==> config.mk <==
export PLATFORM = sky130hd
export DESIGN_NAME = ram_arbiter
export DESIGN_NICKNAME = d
export VERILOG_FILES = /design/src/rtl/ram_arbiter.sv
export SDC_FILE = /design/constraint.sdc
export NUM_CORES = 1
export LEC_CHECK = 0
export CAP_MARGIN = 20
export CORE_UTILIZATION = 25
export CTS_BUF_LIST = sky130_fd_sc_hd__clkbuf_8
export CTS_CLUSTER_SIZE = 40
export DETAILED_ROUTE_END_ITERATION = 10
export PLACE_DENSITY_LB_ADDON = 0.12
export SYNTH_ARGS = -nofsm -noshare
export SYNTH_HDL_FRONTEND = slang
export SYNTH_SLANG_ARGS = --single-unit
export TNS_END_PERCENT = 30
==> constraint.sdc <==
create_clock -name clk -period 2.68 [get_ports clk]
set_clock_uncertainty 0.05 [all_clocks]
set_input_delay 0.536 -clock clk [delete_from_list [all_inputs] [get_ports clk]]
set_output_delay 0.536 -clock clk [all_outputs]
set_load 0.03 [all_outputs]
==> src/rtl/ram_arbiter.sv <==
`default_nettype none
// ============================================================================
// Module      : ram_arbiter
// Description : Two-port round-robin arbiter/sequencer for a single-port
//               asynchronous RAM. All RAM-side signals are registered.
//               Defining RAM_ARB_FIXED_PRIO_EN selects fixed priority
//               (port 0 wins ties) instead of round-robin.
// Revision    : 1.0 - initial release
// ============================================================================
module ram_arbiter #(
    parameter int AW = 8,
    parameter int DW = 8
) (
    input  logic          clk,
    input  logic          rst_n,
    input  logic          req0,
    input  logic          req1,
    input  logic          wr0,
    input  logic          wr1,
    input  logic [AW-1:0] addr0,
    input  logic [AW-1:0] addr1,
    input  logic [DW-1:0] wdata0,
    input  logic [DW-1:0] wdata1,
    output logic          gnt0,
    output logic          gnt1,
    output logic          done0,
    output logic          done1,
    output logic [DW-1:0] rdata,
    output logic [AW-1:0] ram_addr,
    output logic [DW-1:0] ram_data_in,
    output logic          ram_wr,
    output logic          ram_en,
    input  logic [DW-1:0] ram_data_out
);

    localparam logic [1:0] c_IDLE   = 2'd0;
    localparam logic [1:0] c_ACCESS = 2'd1;
    localparam logic [1:0] c_DONE   = 2'd2;

    logic [1:0]    r_state;
    logic [1:0]    w_state_nxt;
    logic          r_winner;
    logic          w_winner;
    logic          w_pick1;
    logic          w_gnt0;
    logic          w_gnt1;
    logic          w_done0;
    logic          w_done1;
    logic          w_ram_en;
    logic          w_ram_wr;
    logic [AW-1:0] w_ram_addr;
    logic [DW-1:0] w_ram_data_in;
    logic [DW-1:0] w_rdata;

`ifdef RAM_ARB_FIXED_PRIO_EN
    assign w_pick1 = req1 & ~req0;
`else
    logic r_last;
    logic w_last;

    // On a tie the port that was not served last wins (r_last=1: port 1).
    assign w_pick1 = req1 & (~req0 | ~r_last);
    assign w_last  = (r_state == c_ACCESS) ? r_winner : r_last;

    always_ff @(posedge clk or negedge rst_n) begin
        if (!rst_n) begin
            r_last <= 1'b1;
        end else begin
            r_last <= w_last;
        end
    end
`endif

    always_ff @(posedge clk or negedge rst_n) begin
        if (!rst_n) begin
            r_state <= c_IDLE;
        end else begin
            r_state <= w_state_nxt;
        end
    end

    always_comb begin
        w_state_nxt = r_state;
        case (r_state)
            c_IDLE:   if (req0 | req1) w_state_nxt = c_ACCESS;
            c_ACCESS: w_state_nxt = c_DONE;
            c_DONE:   w_state_nxt = c_IDLE;
            default:  w_state_nxt = c_IDLE;
        endcase
    end

    always_comb begin
        w_gnt0        = 1'b0;
        w_gnt1        = 1'b0;
        w_done0       = 1'b0;
        w_done1       = 1'b0;
        w_ram_en      = 1'b0;
        w_ram_wr      = 1'b0;
        w_ram_addr    = ram_addr;
        w_ram_data_in = ram_data_in;
        w_rdata       = rdata;
        w_winner      = r_winner;
        case (r_state)
            c_IDLE: begin
                if (req0 | req1) begin
                    w_winner      = w_pick1;
                    w_ram_en      = 1'b1;
                    w_ram_wr      = w_pick1 ? wr1 : wr0;
                    w_ram_addr    = w_pick1 ? addr1 : addr0;
                    w_ram_data_in = w_pick1 ? wdata1 : wdata0;
                    w_gnt0        = ~w_pick1;
                    w_gnt1        = w_pick1;
                end
            end
            c_ACCESS: begin
                // RAM output is only valid here; the DONE cycle is turnaround.
                if (!ram_wr) w_rdata = ram_data_out;
                w_done0 = ~r_winner;
                w_done1 = r_winner;
            end
            default: ;
        endcase
    end

    always_ff @(posedge clk or negedge rst_n) begin
        if (!rst_n) begin
            gnt0        <= 1'b0;
            gnt1        <= 1'b0;
            done0       <= 1'b0;
            done1       <= 1'b0;
            ram_en      <= 1'b0;
            ram_wr      <= 1'b0;
            ram_addr    <= '0;
            ram_data_in <= '0;
            rdata       <= '0;
            r_winner    <= 1'b0;
        end else begin
            gnt0        <= w_gnt0;
            gnt1        <= w_gnt1;
            done0       <= w_done0;
            done1       <= w_done1;
            ram_en      <= w_ram_en;
            ram_wr      <= w_ram_wr;
            ram_addr    <= w_ram_addr;
            ram_data_in <= w_ram_data_in;
            rdata       <= w_rdata;
            r_winner    <= w_winner;
        end
    end

endmodule
`default_nettype wire
; ---- Word-level counts from Yosys, hierarchy flattened
; Cells that the tools add are included.
[totals]
ff_bits = 34
input_bits = 46
wordCells = 40
[classes]
eq_ne = 2
mux = 15
n_bitwise = 8
n_reduce_logical = 3
[ops]
columns = op, n
row1 = $mux W8, 2
row2 = $mux W1, 11
row3 = $not A1 Y1, 5
row4 = $pmux W2 S2, 1
row5 = $reduce_and A2 Y1, 2
row6 = $eq A2 B1 Y1 const B, 1
row7 = $logic_not A2 Y1, 1
row8 = $mux W2, 1
row9 = $ne A2 B2 Y1 const B, 1
row10 = $or A1 B1 Y1, 2
row11 = $and A1 B1 Y1, 1

; ---- Longest topological paths before layout
; Gate-level depths: netlist of the first run.
[logic_depth]
word_depth = 6
depth_mapped = 6
mapped_depth_nobuf = 4

; ---- Least setup slack after synthesis of the first run
; OpenSTA, ideal clock, no wires.
[synth_path]
path_type = input-to-reg
start = input port req1
end = register ram_addr[7]
setup_time_ns = 0.126
arrival_time_ns = 1.294
setup_slack_ns = 1.210
path_stages = 4
n_path_buf = 1
path_cell_list = or2_1 > buf_6 > and4_4 > a221o_1
[synth_between]
elab_chain_cells = 2
elab_cells_between_ends = 4
[synth_lines]
columns = item, line
row1 = from (decl), 17  ; input logic req1,
row2 = $and A1 B1 Y1 or $or A1 B1 Y1 (tied branches), "62, 105"
row3 = $mux W8 or $reduce_and A2 Y1 (tied branches), n/a
row4 = to (signal assigned), 144  ; ram_addr <= w_ram_addr;
row5 = to (decl), 29  ; output logic [AW-1:0] ram_addr,
; Several ways; a longest one is shown, not always the timed one.
; A chain may end at the register's enable or synchronous reset.

; ---- Final worst setup path of the first run
[layout_path]
start = register ram_wr
end = output port ram_wr
[layout_rtl]
columns = item, line
row1 = from (decl), 31  ; output logic ram_wr,
row2 = from (signal assigned), 143  ; ram_wr <= w_ram_wr;
; No word-level cell between the ends.

==> results of run 1 <==
## cells in the final DEF (no fill, tap or decap), drive strengths merged
| cell | synthesis | routed |
|---|---|---|
| a21o | 2 | 2 |
| a21bo | 1 | 1 |
| nand2 | 31 | 31 |
| clkbuf | 0 | 6 |
| or2 | 1 | 1 |
| a31oi | 14 | 14 |
| and2 | 1 | 1 |
| a21oi | 15 | 15 |
| dfrtp | 33 | 33 |
| and4 | 2 | 2 |
| inv | 3 | 5 |
| nand2b | 1 | 1 |
| a221o | 2 | 2 |
| mux2 | 8 | 8 |
| a21boi | 1 | 1 |
| dfstp | 1 | 1 |
| nor2 | 4 | 4 |
| buf | 7 | 3 |
| clkdlybuf4s50 | 0 | 74 |
| nor3 | 1 | 1 |
## path summary, 6_finish.rpt
path                                           start                          to  slack (ns)  cells after the start
worst max-delay path                ram_wr$_DFF_PN0_                      ram_wr        0.65                      1
worst min-delay path                           rst_n  ram_data_in[1]$_DFFE_PN0P_        0.28                      1
worst max register to register    r_last$_DFFE_PN1N_  ram_data_in[7]$_DFFE_PN0P_        1.06                      3
worst min register to register  r_winner$_DFFE_PN0P_             done0$_DFF_PN0_        0.40                      1
max in group asynchronous                      rst_n     ram_addr[6]$_DFFE_PN0P_        1.82                      1
min in group clk                r_winner$_DFFE_PN0P_             done0$_DFF_PN0_        0.40                      1
## power by group
part	switching, W	internal (W)
clock network	0.000174	0.000202
registers	0.000154	0.000769
logic	0.000851	0.000669
total	0.00118	0.00164
## layer usage
| layer | routed length (um) | GRT usage, % | part of all wire [%] | vias to the layer above |
|---|---|---|---|---|
| met5 | 0 | 0 | 0 | - |
| met4 | 52 | 5.00 | 1.4 | 0 |
| met3 | 284 | 4.42 | 7.5 | 5 |
| met2 | 1950 | 22.8 | 51 | 51 |
| met1 | 1510 | 14.5 | 40 | 578 |
| li1 | - | - | - | 598 |
## flip-flops by register name, summed over array words and instances (netlist names)
| signal | count |
|---|---|
| r_state | 2 |
| gnt0 | 1 |
| done1 | 1 |
| ram_wr | 1 |
| r_last | 1 |
| r_winner | 1 |
| ram_addr | 8 |
| rdata | 8 |
| done0 | 1 |
| ram_data_in | 8 |
| ram_en | 1 |
| gnt1 | 1 |
## cells by family after synthesis
family,after synthesis
flip-flops,34
buffers and inverters,10
AO/OA/AOI/OAI,35
AND/OR/NAND/NOR,41
multiplexers,8
## final cells by class
type | count | area, um2
clock buffers | 6 | 82.6
inverters | 3 | 13.8
clock inverters | 2 | 7.51
flip-flops and latches | 34 | 852
multi-input cells | 84 | 537
fillers | 561 | 3230
well taps | 72 | 90.1
repair buffers | 77 | 761
## cell usage after synthesis
| library cell | instances | area [um2] |
|---|---|---|
| nor2_8 | 1 | 20.0 |
| nor3_4 | 1 | 16.3 |
| a21boi_2 | 1 | 11.3 |
| inv_4 | 1 | 6.26 |
| nor2_1 | 2 | 7.51 |
| a21bo_1 | 1 | 10.0 |
| buf_2 | 3 | 15.0 |
| dfstp_2 | 1 | 26.3 |
| and2_1 | 1 | 6.26 |
| nor2_4 | 1 | 11.3 |
| nand2b_4 | 1 | 13.8 |
| a21oi_1 | 15 | 75.1 |
| a31oi_1 | 14 | 87.6 |
| or2_1 | 1 | 6.26 |
| a21o_1 | 2 | 15.0 |
| dfrtp_1 | 33 | 826 |
| and4_4 | 2 | 22.5 |
| nand2_1 | 30 | 113 |
| nand2_4 | 1 | 11.3 |
| a221o_1 | 2 | 20.0 |
| buf_6 | 3 | 33.8 |
| buf_4 | 1 | 7.51 |
| mux2_2 | 8 | 90.1 |
| inv_1 | 2 | 7.51 |
## per-stage QoR
stage	power [W]	hold WS, ns	instance area [um2]	utilization (%)
final	0.00282	0.277	2340	42.0
after global routing	0.00299	0.342	2340	42.0
after CTS	0.00286	0.305	2340	42.0
after detailed placement	0.00247	0.387	2250	40.4
after global placement	0.00244	0.398	2250	40.4
after floorplan	0.00187	0.190	1460	-
==> out/metrics.yaml, run 1 <==
clkLatencyLatePin_ns: 0.28
rsz0062_at_grt: "false"
outcome: "finished clean"
crit_path_end_kind: "output port"
crit_fanout: 2
io_buffers: 75
num_rows: 27
routabilityCongestion: 0.727
cp-start-kind: "flop"
initial_core_util_pct: 26.2
grt_pass1_vias: 1237
ys_ff_latch: 34
vias_per_cell: 4.43
synth_xor_area_share_pct: 0
yosysWarnings: 0
synth_top_family_by_area: "simple AND/OR/NAND/NOR gates"
postCtsSetupBuffers: 0
grt_start_max_net_pins: 35
ios: 76
cts_hold_buffers: 0
syn_inst: 128
muxShareOfSynthArea_pct: 6.17
p_leak_nw: 0.993
n_antenna_cell: 0
die_area_um2: 6140
core-area_um2: 5570
finalSetupViolCount: 0
cp.required_ns: 2.09
grt_pass1_wl_um: 6040
antenna_found_initial: 0
ys_types: 24
drt-initial-drc-count: 45
die-width_um: 78.4
drv_cap: 0
slew_headroom_pct: 49.1
period_share_pct: 75.6
die_h_um: 78.4
irDropWorstVdd_mv: 0.400
hold_viol: 0
wirelength_um: 3790
cp_slowest_stage_delay_ns: 0.72
syn_avg_cell_area_um2: 11.4
cp_top_family: "buffers and inverters"
netlist_area_um2: 1460
criticalPathCategory: "reg -> out"
synth_compound_area_share_pct: 15.0
path_buf_inv: 1
fin_nets: 251
finalWorstSetupSlack_ns: 0.653
dp_hpwl_um: 2780
syn_to_final_growth_pct: 60.6
grt_usage_pct: 13.0
post-place-ws_ns: 0.477
synthAdderAreaFrac_pct: 0
ctsResizeCount: 0
drv_slew: 0
drc: 0
routedWlPerCell_um: 13.6
drt_first_pass_iters: 4
cpMaxStageDelayCell: "clkdlybuf4s50_1"
syn_nets: 174
htree_levels: 2
fin_setup_tns_ns: 0
ant_nets: 0
ys_seq_area_share_pct: 58.4
synthSimpleGateAreaFrac_pct: 15.6
worst_pin_slew_ns: 0.764
cts_tree: "done"
fmax_ghz: 0.493
clock_sinks: 34
via_count: 1232
hp-class: "in -> async"
grt.overflow.total: 0
worstPathArrival_ns: 1.44
powerDensity_nw_per_um2: 1200
cts_made_buffers: 5
path_cells: "clkdlybuf4s50_1"
path_clk_slew_ns: 0.07
min_period_ns: 2.03
fin_cells: 278
cts_root_buffer: "clkbuf_8"
cts_max_path_buffers: 2
dp.cells: 270
drive_above_1_share_pct: 13.1
Note: power is estimated with default switching activity, not from simulation.
==> run 2, diff against run 1 <==
==> constraint.sdc (replaced) <==
create_clock -name clk -period 1.8 [get_ports clk]
set_clock_uncertainty 0.05 [all_clocks]
set_input_delay 0.36 -clock clk [delete_from_list [all_inputs] [get_ports clk]]
set_output_delay 0.36 -clock clk [all_outputs]
set_load 0.03 [all_outputs]
==> run 2 against run 1 <==
Compared with the run above:
- highest routed layer unchanged
- critical endpoint is now ram_addr[3]
- combinational power is 53% higher
- largest cell class unchanged
- non-clock buffer count increased by 5
- via count is 3.2% higher
==> out/metrics.yaml, run 2 (synthesized netlist as in run 1, its figures left out) <==
outcome: "finished clean"
path_clk_slew_ns: 0.08
period_share_pct: 96.7
cp_slowest_stage_delay_ns: 0.68
worst_pin_slew_ns: 0.444
core-area_um2: 5570
powerDensity_nw_per_um2: 1820
p_leak_nw: 1.05
final_common_cell: "clkdlybuf4s50_1"
reg_top3: "ram_addr x8, ram_data_in x8, rdata x8"
dp_hpwl_um: 2960
syn_to_final_growth_pct: 65.8
slew_headroom_pct: 70.4
grt_pass1_wl_um: 6550
criticalPathCategory: "reg -> out"
clock_sinks: 34
cts_made_buffers: 5
cpMaxStageDelayCell: "clkdlybuf4s50_1"
whs_ns: 0.0517
min_period_ns: 1.74
cts_hold_buffers: 0
irDropWorstVdd_mv: 0.569
rsz0062_at_grt: "false"
grt_pass1_vias: 1331
drive_above_1_share_pct: 16.1
grt_usage_pct: 14.2
worstPathArrival_ns: 1.33
fin_setup_tns_ns: 0
fin_cells: 283
drc: 0
drt-initial-drc-count: 56
crit_path_end_kind: "output port"
antenna_found_initial: 0
multi_input_area_um2: 537
dp.cells: 275
cts_max_path_buffers: 2
cts_tree: "done"
drv_cap: 0
cts_root_buffer: "clkbuf_8"
crit_fanout: 2
ctsResizeCount: 1
fin_nets: 256
hold_viol: 0
num_rows: 27
wirelength_um: 4110
fmax_ghz: 0.574
path_cells: "clkdlybuf4s50_1"
die_h_um: 78.4
finalSetupViolCount: 0
final_cell_mix: "clkdlybuf4s50_1 (70), dfrtp_1 (33), nand2_1 (30)"
grt.overflow.total: 0
n_antenna_cell: 0
cp-start-kind: "flop"
fillers: 538
clkLatencyLatePin_ns: 0.29
path_buf_inv: 1
initial_core_util_pct: 26.2
final-seq-area_um2: 852
ios: 76
postCtsSetupBuffers: 0
drt_first_pass_iters: 3
cp.required_ns: 1.39
routedWlPerCell_um: 14.5
via_count: 1271
drv_slew: 0
ant_nets: 0
routabilityCongestion: 0.745
die_area_um2: 6140
htree_levels: 2
cp_top_family: "buffers and inverters"
hp-class: "in -> async"
io_buffers: 75
vias_per_cell: 4.49
grt_start_max_net_pins: 35
die-width_um: 78.4
==> run 2: cell types whose count changed in the layout (fill, tap and decap cells not counted), sizes merged <==
cell	change
inv	-2
dlygate4sd2	+1
buf	+5
clkbuf	-1
clkdlybuf4s50	-4
clkinv	+2
dlymetal6s2s	+3
bufinv	+1
==> run 2: metal layers <==
metal / global-route usage, % / share of wire [%] / vias to the layer above
li1: - / - / 608
met1: 16.1 / 41 / 611
met5: 0 / 0 / -
met3: 5.81 / 7.5 / 5
met4: 3.89 / 1.0 / 0
met2: 24.6 / 50 / 47
==> run 2: final timing paths <==
kind / startpoint / end / slack, ns / cells past startpoint
min reg2reg: r_winner$_DFFE_PN0P_ / done0$_DFF_PN0_ / 0.44 / 1
max in group asynchronous: rst_n / r_last$_DFFE_PN1N_ / 1.31 / 2
min: rst_n / r_winner$_DFFE_PN0P_ / 0.05 / 2
min in group clk: r_winner$_DFFE_PN0P_ / done0$_DFF_PN0_ / 0.44 / 1
max: ram_addr[3]$_DFFE_PN0P_ / ram_addr[3] / 0.06 / 1
max reg2reg: r_last$_DFFE_PN1N_ / ram_data_in[0]$_DFFE_PN0P_ / 0.41 / 4
==> run 2: power by group <==
group | internal (W) | switching, W | leakage [nW]
clock network | 0.000408 | 0.000289 | 0.0579
registers | 0.00114 | 0.000232 | 0.401
logic | 0.00103 | 0.00129 | 0.592
total | 0.00258 | 0.00182 | 1.05
==> run 2: stage by stage <==
stage | cell area [um2] | power (W) | worst slack, ns | util, %
floorplan | 1460 | 0.00278 | 0.506 | -
global placement | 2300 | 0.00370 | 0.0508 | 41.3
detailed placement | 2300 | 0.00375 | 0.0162 | 41.3
CTS | 2410 | 0.00445 | 0.0409 | 43.3
global route | 2420 | 0.00468 | 0.00871 | 43.4
finish | 2420 | 0.00439 | 0.0590 | 43.4
==> run 2: area by class of cell <==
type	count	share of cell area, %
clock buffer	5	2.85
clock inverter	3	1.66
inverter	3	0.569
multi-input combinational	84	22.2
sequential	34	35.2
tap	72	3.72
timing repair buffer	82	33.8
